**src/rtl/alu32.sv**
```systemverilog
// alu32: registered 32-bit ALU (add/sub/logic/signed slt) with one-cycle latency.
// Define ALU32_SHIFT_EN to make opcode 010 a logical left shift; otherwise it yields zero.
module alu32 (
  input  logic        clk,
  input  logic        rst_n,
  input  logic [31:0] A,
  input  logic [31:0] B,
  input  logic [2:0]  ALUop,
  output logic [31:0] Result,
  output logic        Zero,
  output logic        Overflow,
  output logic        CarryOut
);

  typedef enum logic [2:0] {
    OP_ADD = 3'b000,
    OP_SUB = 3'b001,
    OP_SLL = 3'b010,
    OP_XOR = 3'b011,
    OP_AND = 3'b100,
    OP_OR  = 3'b101,
    OP_SLT = 3'b110,
    OP_NOR = 3'b111
  } aluop_t;

  logic        subtract;
  logic [31:0] bopnd;
  logic [32:0] sum;
  logic        addovf;
  logic        lessthan;
  logic [31:0] nxtresult;
  logic        nxtoverflow;
  logic        nxtcarry;

  // SUB and SLT share the adder as A + ~B + 1, so its carry means unsigned A >= B
  always_comb begin
    subtract = (ALUop == OP_SUB) || (ALUop == OP_SLT);
    bopnd    = subtract ? ~B : B;
    sum      = {1'b0, A} + {1'b0, bopnd} + {32'd0, subtract};
    addovf   = (A[31] == bopnd[31]) && (sum[31] != A[31]);
    lessthan = sum[31] ^ addovf;
  end

  always_comb begin
    nxtresult   = 32'd0;
    nxtoverflow = 1'b0;
    nxtcarry    = 1'b0;
    case (ALUop)
      OP_ADD, OP_SUB: begin
        nxtresult   = sum[31:0];
        nxtoverflow = addovf;
        nxtcarry    = sum[32];
      end
      OP_SLL: begin
`ifdef ALU32_SHIFT_EN
        nxtresult = A << B[4:0];
`else
        nxtresult = 32'd0;
`endif
      end
      OP_XOR: nxtresult = A ^ B;
      OP_AND: nxtresult = A & B;
      OP_OR:  nxtresult = A | B;
      OP_SLT: begin
        nxtresult = {31'd0, lessthan};
        nxtcarry  = sum[32];
      end
      OP_NOR: nxtresult = ~(A | B);
    endcase
  end

  // Reset wins over the operation sampled on the same edge
  always_ff @(posedge clk) begin
    if (!rst_n) begin
      Result   <= 32'd0;
      Zero     <= 1'b1;
      Overflow <= 1'b0;
      CarryOut <= 1'b0;
    end else begin
      Result   <= nxtresult;
      Zero     <= (nxtresult == 32'd0);
      Overflow <= nxtoverflow;
      CarryOut <= nxtcarry;
    end
  end

endmodule

```
**config.mk**
```make
export PLATFORM = sky130hd
export DESIGN_NAME = alu32
export DESIGN_NICKNAME = d
export VERILOG_FILES = /design/src/rtl/alu32.sv
export SDC_FILE = /design/constraint.sdc
export NUM_CORES = 1
export LEC_CHECK = 0
export ABC_AREA = 1
export CAP_MARGIN = 20
export CORE_ASPECT_RATIO = 2
export CORE_UTILIZATION = 40
export DETAILED_ROUTE_END_ITERATION = 16
export PLACE_DENSITY_LB_ADDON = 0.15
export SETUP_SLACK_MARGIN = 0.02
export SYNTH_ARGS = -nofsm -noshare
export SYNTH_HDL_FRONTEND = slang
export SYNTH_SLANG_ARGS = --single-unit
```
**constraint.sdc**
```tcl
create_clock -name clk -period 6.7 [get_ports clk]
set_input_delay 1.675 -clock clk [delete_from_list [all_inputs] [get_ports clk]]
set_output_delay 1.675 -clock clk [all_outputs]
set_load 0.05 [all_outputs]
```
==> metrics.md, run 1 <==
| Metric | Value |
|---|---|
| CP max FO | 14 |
| Share of cells above drive strength 1 | 0.0236 |
| Pwr Density | approximately 170 mW/mm^2 |
| DIE HEIGHT | between 150 and 200 um |
| #FFs+latches synth | 35 |
| Unique masters post-synth | 37 |
| Critical path class | in2reg |
| Final cell count without fillers | 1171 |
| Startpoint Class | input pin |
| DIE WIDTH | about 85 um |
| Drt first pass iters | 5 |
| Vias in the first global route | about 6.4k |
| Starting density of the core | 0.411 |
| DP HPWL | 17200 um |
| Synthesized cell area | 0.00556 sq mm |
| Leakage | ~3.6 nW |
| CTS-repair resized insts | 0 |
| Critical path required time | 6.92 ns |
| Fillers | 1424 |
| Via count of the routed design | roughly 6.3k |
| Worst Hold Path EP | Zero |
| Slew headroom | 0.322 |
| Final WL | a little over 20000 um |
| Synth-to-layout area growth | 23.5% |
| First-pass GRT wire length | 31800 um |
| Worst EP arrival | 5.45 ns |
| TritonCTS Buffers | 5 |
| Reg clk slew, reported paths | 0.05 ns |
| ANT cells | 0 |
| Final Setup Violations | 0 |
| Wire length per cell | 17.4 um |
| Setup ws final | 1.46 ns |
| Mapped Avg Cell Area | 6.02 sq um |
| Syn_nets | roughly 1.1k |
| Iteration-0 DRC count of the detailed router | a little under 300 |
| Total Neg Setup Slack | 0 ns |
| Final Hold Viols | 0 |
| HP Start | rst_n |
| Final Net Count | 1181 |
| Unrepaired setup endpoints after global routing | no |
| Power, Total | 1.14 mW |
| Max Fclk | between 150 and 200 MHz |
| Ranking of synthesized cells by area | ha_1 21%, nand2_1 18%, dfxtp_1 13%, inv_1 9.9%, nand3_1 6.5% |
| Critical path capture point type | flop |
| Place WS | 1.23 ns |
| Total track usage | 0.291 |
| Reg area | 701 sq um |
| Synth top area share | 0.214 |
| Detail Route Antenna Nets | 0 |
| Cells after Synth | 923 |
| Run status | completed |
| Setup bufs post-CTS | 0 |
| Final-report max-slew violation count | 0 |
| I/O pins | 104 |
| Dominant cell type by area after synthesis | ha_1 |
| Placement Rows | 60 |
| CTS H-Tree Depth | 2 |
| Clock Sinks | 35 |
| Worst vdd ir | ~0.12 mV |
| Yosys Warn Count | 0 |
| CTS tree | built |
| Share of the clock period used by the worst path | 0.782 |
| Final worst path period need | 5.24 ns |
| Hold Crit Class | in2reg |
| Clk root buf | clkbuf_16 |
| Residual DRC | 0 |
| Cts hold-fix bufs | 0 |
| Multi-input logic area | ~0.0042 sq mm |
| Maximum number of pins on one net before global-route repair | 34 |
| RD Place Congestion | 1.02 |
| Placed insts | between 1k and 1.5k |
| DR vias/cell | 5.38 |
| Hold Path Cell Cnt | 2 |
| Slew @ Worst Pin | 1.02 ns |
| Die Area | 0.0144 sq mm |
| Initial antenna violation count | 0 |
| Max Cap Viol | 0 |
| Clock tree buffer depth | 2 |
| Core box area | 0.0135 sq mm |
| Port buffer count | 103 |
| Total congestion overflow | 0 |
| Seq/Total Area, Yosys | 0.126 |
==> power by group <==
part | switching [mW] | internal, mW | total (mW)
sequential | 0.00455 | 0.228 | 0.232
clock | 0.0748 | 0.145 | 0.219
combinational | 0.453 | 0.237 | 0.690
==> critical path: stages <==
cell and delay (ns):
clkdlybuf4s50_1 0.67, nand3_2 0.20, nand2_2 0.27, buf_4 0.32
xor2_1 0.11, ha_1 0.39, nand2_1 0.18, nor2_1 0.17
inv_1 0.08, nor3_1 0.24, nand2_1 0.13, nand2_1 0.10
nand2_1 0.07, nand2_1 0.07, nand2_1 0.05, nand3_1 0.14
nand2_1 0.07, nor2_1 0.15, nand3_1 0.10, nor2_1 0.11
nand3_1 0.10, nand2_1 0.07
==> worst max-delay path by stage <==
stage,slack (ns),from,to,depth (start not counted)
2_1_floorplan,2.16,ALUop[2],Zero,22
3_3_place_gp,1.25,ALUop[2],Zero,21
3_5_place_dp,1.23,ALUop[2],Zero,22
4_1_cts,1.51,ALUop[2],Zero,23
5_1_grt,1.06,ALUop[2],Zero,23
6_report,1.46,ALUop[2],Zero,22
==> flip-flops by register name, indices dropped and copies added (netlist names) <==
name      flops
Result       32
CarryOut      1
Zero          1
Overflow      1
==> final cells by class <==
type	instances	share of cell area
Clock buffer	6	0.0202
Clock inverter	1	0.000730
Inverter	150	0.0821
Multi-Input combinational cell	717	0.612
Sequential cell	35	0.102
Tap cell	155	0.0283
Timing Repair Buffer	107	0.155
==> metrics by stage <==
step	cell area, sq um	utilization	hold WS, ns
final	6860	0.508	2.00
after CTS	6860	0.508	2.01
after detailed placement	6720	0.497	2.28
after global placement	6720	0.497	2.29
after floorplan	5560	-	1.74
after global routing	6860	0.508	2.04
==> cell families (layout without fill, tap and decap cells) <==
kind of cell / after synthesis / in the layout / share of synthesized area
compound gates: 128 / 128 / 0.137
xor+xnor: 35 / 35 / 0.0552
fa+ha+maj: 96 / 96 / 0.218
buf+inv: 171 / 264 / 0.119
flops: 35 / 35 / 0.126
simple gates: 458 / 458 / 0.345
==> metal layers <==
layer	global-route usage	routed length, um	share of wire	vias up
met1	0.261	6820	0.33	2815
met4	0.262	2180	0.11	0
met3	0.0288	716	0.035	85
met2	0.555	10700	0.52	231
li1	-	-	-	3164
met5	0	0	0	-
==> cell usage after synthesis, drive strengths merged <==
cell and count:
nand3 75, or2 1, a221oi 17, nand2 266, nor4 1, and2 2
o221ai 1, nor2 83, a211o 1, o211a 1, o21ai 39, clkbuf 8
inv 150, a21o 2, o211ai 1, o21bai 3, o2111ai 3, o21a 4
ha 95, a21oi 55, nand3b 4, fa 1, a21boi 1, dfxtp 35
buf 13, nor3 10, nand4 16, xor2 35
==> layout by cell type (no fill, tap or decap), drive strengths merged, types with 2 or more instances in the layout <==
cell type,netlist,final
nand2,266,266
and2,2,2
a21oi,55,55
ha,95,95
clkbuf,8,6
xor2,35,35
a221oi,17,17
nor2,83,83
a21o,2,2
nand4,16,16
o21ai,39,39
nor3,10,10
clkdlybuf4s50,0,103
dfxtp,35,35
o21bai,3,3
inv,150,150
o21a,4,4
nand3,75,75
buf,13,4
o2111ai,3,3
nand3b,4,4
No activity file was read; power rests on OpenSTA's default activity.
==> run 2, diff against run 1 <==
==> constraint.sdc (replaced) <==
create_clock -name clk -period 4.35 [get_ports clk]
set_input_delay 1.0875 -clock clk [delete_from_list [all_inputs] [get_ports clk]]
set_output_delay 1.0875 -clock clk [all_outputs]
set_load 0.05 [all_outputs]
==> metrics.md, run 2 (synthesized netlist as in run 1, its figures left out) <==
| Metric | Value |
|---|---|
| Dpl cell area | 0.00746 sq mm |
| Most frequent CP cell | nand2_1 |
| Max incr delay on CP | 0.50 ns |
| DR vias/cell | 5.22 |
| Slowest CP cell | clkdlybuf4s50_1 |
| Worst vdd ir | 0.208 mV |
| Reg area | 701 sq um |
| Final worst path period need | 4.14 ns |
| Clock Sinks | 35 |
| First-pass GRT wire length | about 33000 um |
| Drt first pass iters | 5 |
| Leakage | 4.09 nW |
| Most flops, register | Result |
| Final cell count without fillers | 1270 |
| Unrepaired setup endpoints after global routing | no |
| Synth-to-layout area growth | 38.1% |
| Most frequent cells in the layout | 263 x nand2_1, 146 x inv_1, 101 x clkdlybuf4s50_1 |
| DIE HEIGHT | 169 um |
| CTS tree | built |
| Run status | completed |
| I/O pins | between 100 and 150 |
| Slew @ Worst Pin | 1.04 ns |
| ANT cells | 0 |
| Max reg flops | 32 |
| Starting density of the core | 0.411 |
| Final-report max-slew violation count | 0 |
| CTS H-Tree Depth | 2 |
| Final Setup Violations | 0 |
| Initial antenna violation count | 0 |
| Total congestion overflow | 0 |
| Total track usage | 0.303 |
| Final WL | roughly 21000 um |
| Slew headroom | 0.304 |
| TritonCTS Buffers | 5 |
| Max Cap Viol | 0 |
| Total Neg Setup Slack | 0 ns |
| Vias in the first global route | 6700 |
| Worst EP arrival | 4.35 ns |
| Placement Rows | 60 |
| Placed insts | between 1k and 1.5k |
| Detail Route Antenna Nets | 0 |
| Max Fclk | approximately 240 MHz |
| Core box area | around 0.014 sq mm |
| Final Hold Viols | 0 |
| Critical path required time | 4.57 ns |
| Setup ws final | 0.214 ns |
| Port buffer count | 103 |
| Iteration-0 DRC count of the detailed router | about 250 |
| Critical path class | in2reg |
| Wire length per cell | approximately 17 um |
| Share of the clock period used by the worst path | 0.951 |
| Crit-path cells | clkdlybuf4s50_1 -> inv_1 -> nand3_2 -> nand2_4 -> buf_4 -> xor2_1 -> ha_1 -> nand2_1 -> nand2_1 -> nand2_1 -> nand2_1 -> a21oi_1 -> buf_4 -> nand3_1 -> nand3_1 -> nand2_1 -> nor2_1 -> nand3_1 -> nor2_1 -> nand3_1 -> nor2_1 -> nand3_1 -> nand2_1 |
| Place WS | -0.209 ns |
| Most common cell after layout, fill and taps aside | nand2_1 |
| Residual DRC | 0 |
| Clock tree buffer depth | 2 |
| Maximum number of pins on one net before global-route repair | 34 |
| Critical path capture point type | flop |
| Post-route cell area | 0.00767 sq mm |
| CP max FO | 9 |
| Hold Crit Class | in2reg |
| Share of cells above drive strength 1 | 0.114 |
| Reg clk slew, reported paths | 0.05 ns |
| RD Place Congestion | 1.03 |
| Hold Path Cell Cnt | 2 |
| Power, Total | about 2 mW |
| Cts hold-fix bufs | 0 |
| Fillers | 1368 |
| Pwr Density | ~260 mW/mm^2 |
| Clk root buf | clkbuf_16 |
| DP HPWL | 18300 um |
| Via count of the routed design | 6628 |
| Multi-input logic area | ~0.0042 sq mm |
| Final Net Count | 1279 |
| Startpoint Class | input pin |
| DIE WIDTH | 85.3 um |
| Die Area | 0.0144 sq mm |
## run 2: cell types whose count changed in the layout (fill, tap and decap cells not counted), sizes merged
cell and change:
buf +98, bufinv +1, dlymetal6s2s +2, clkdlybuf4s50 -2
## run 2: cell type report
type	count	share of cell area
flip-flops and latches	35	0.0913
multi-input cells	717	0.549
clock buffers	6	0.0181
repair buffers	205	0.238
inverters	150	0.0734
well taps	155	0.0253
clock inverters	2	0.00457
## run 2: layer usage
| layer | vias to the layer above | wire (um) | part of all wire | global-route usage |
|---|---|---|---|---|
| met2 | 235 | 11100 | 0.52 | 0.581 |
| met4 | 0 | 2730 | 0.13 | 0.319 |
| met1 | 2921 | 6700 | 0.32 | 0.251 |
| met5 | - | 0 | 0 | 0 |
| li1 | 3364 | - | - | - |
| met3 | 108 | 728 | 0.034 | 0.0327 |
## run 2: path summary, 6_finish.rpt
path | from | end | slack, ns
hold / removal | rst_n | Zero | 1.39
setup / recovery | ALUop[0] | Zero | 0.21
## run 2: timing repair
item,in CTS,in global routing
resized for setup,0,8
setup endpoints to repair,0,2
setup buffers,0,2
## run 2: critical path: cells and delay by family
kind	cells	cell delay (ns)
buf+inv	4	0.89
xor+xnor	1	0.14
fa+ha+maj	1	0.36
simple gates	16	1.67
compound gates	1	0.22
## run 2: metrics by stage
| stage | hold WS (ns) | utilization |
|---|---|---|
| 2_1_floorplan | 1.16 | - |
| 3_3_place_gp | 1.68 | 0.552 |
| 3_5_place_dp | 1.67 | 0.552 |
| 4_1_cts | 1.39 | 0.565 |
| 5_1_grt | 1.40 | 0.568 |
| 6_report | 1.39 | 0.568 |
## run 2: where the power goes
part | internal [mW] | switching (mW) | leakage, nW
clock | 0.284 | 0.124 | 0.0868
combinational | 0.512 | 0.743 | 3.72
sequential | 0.351 | 0.00727 | 0.289
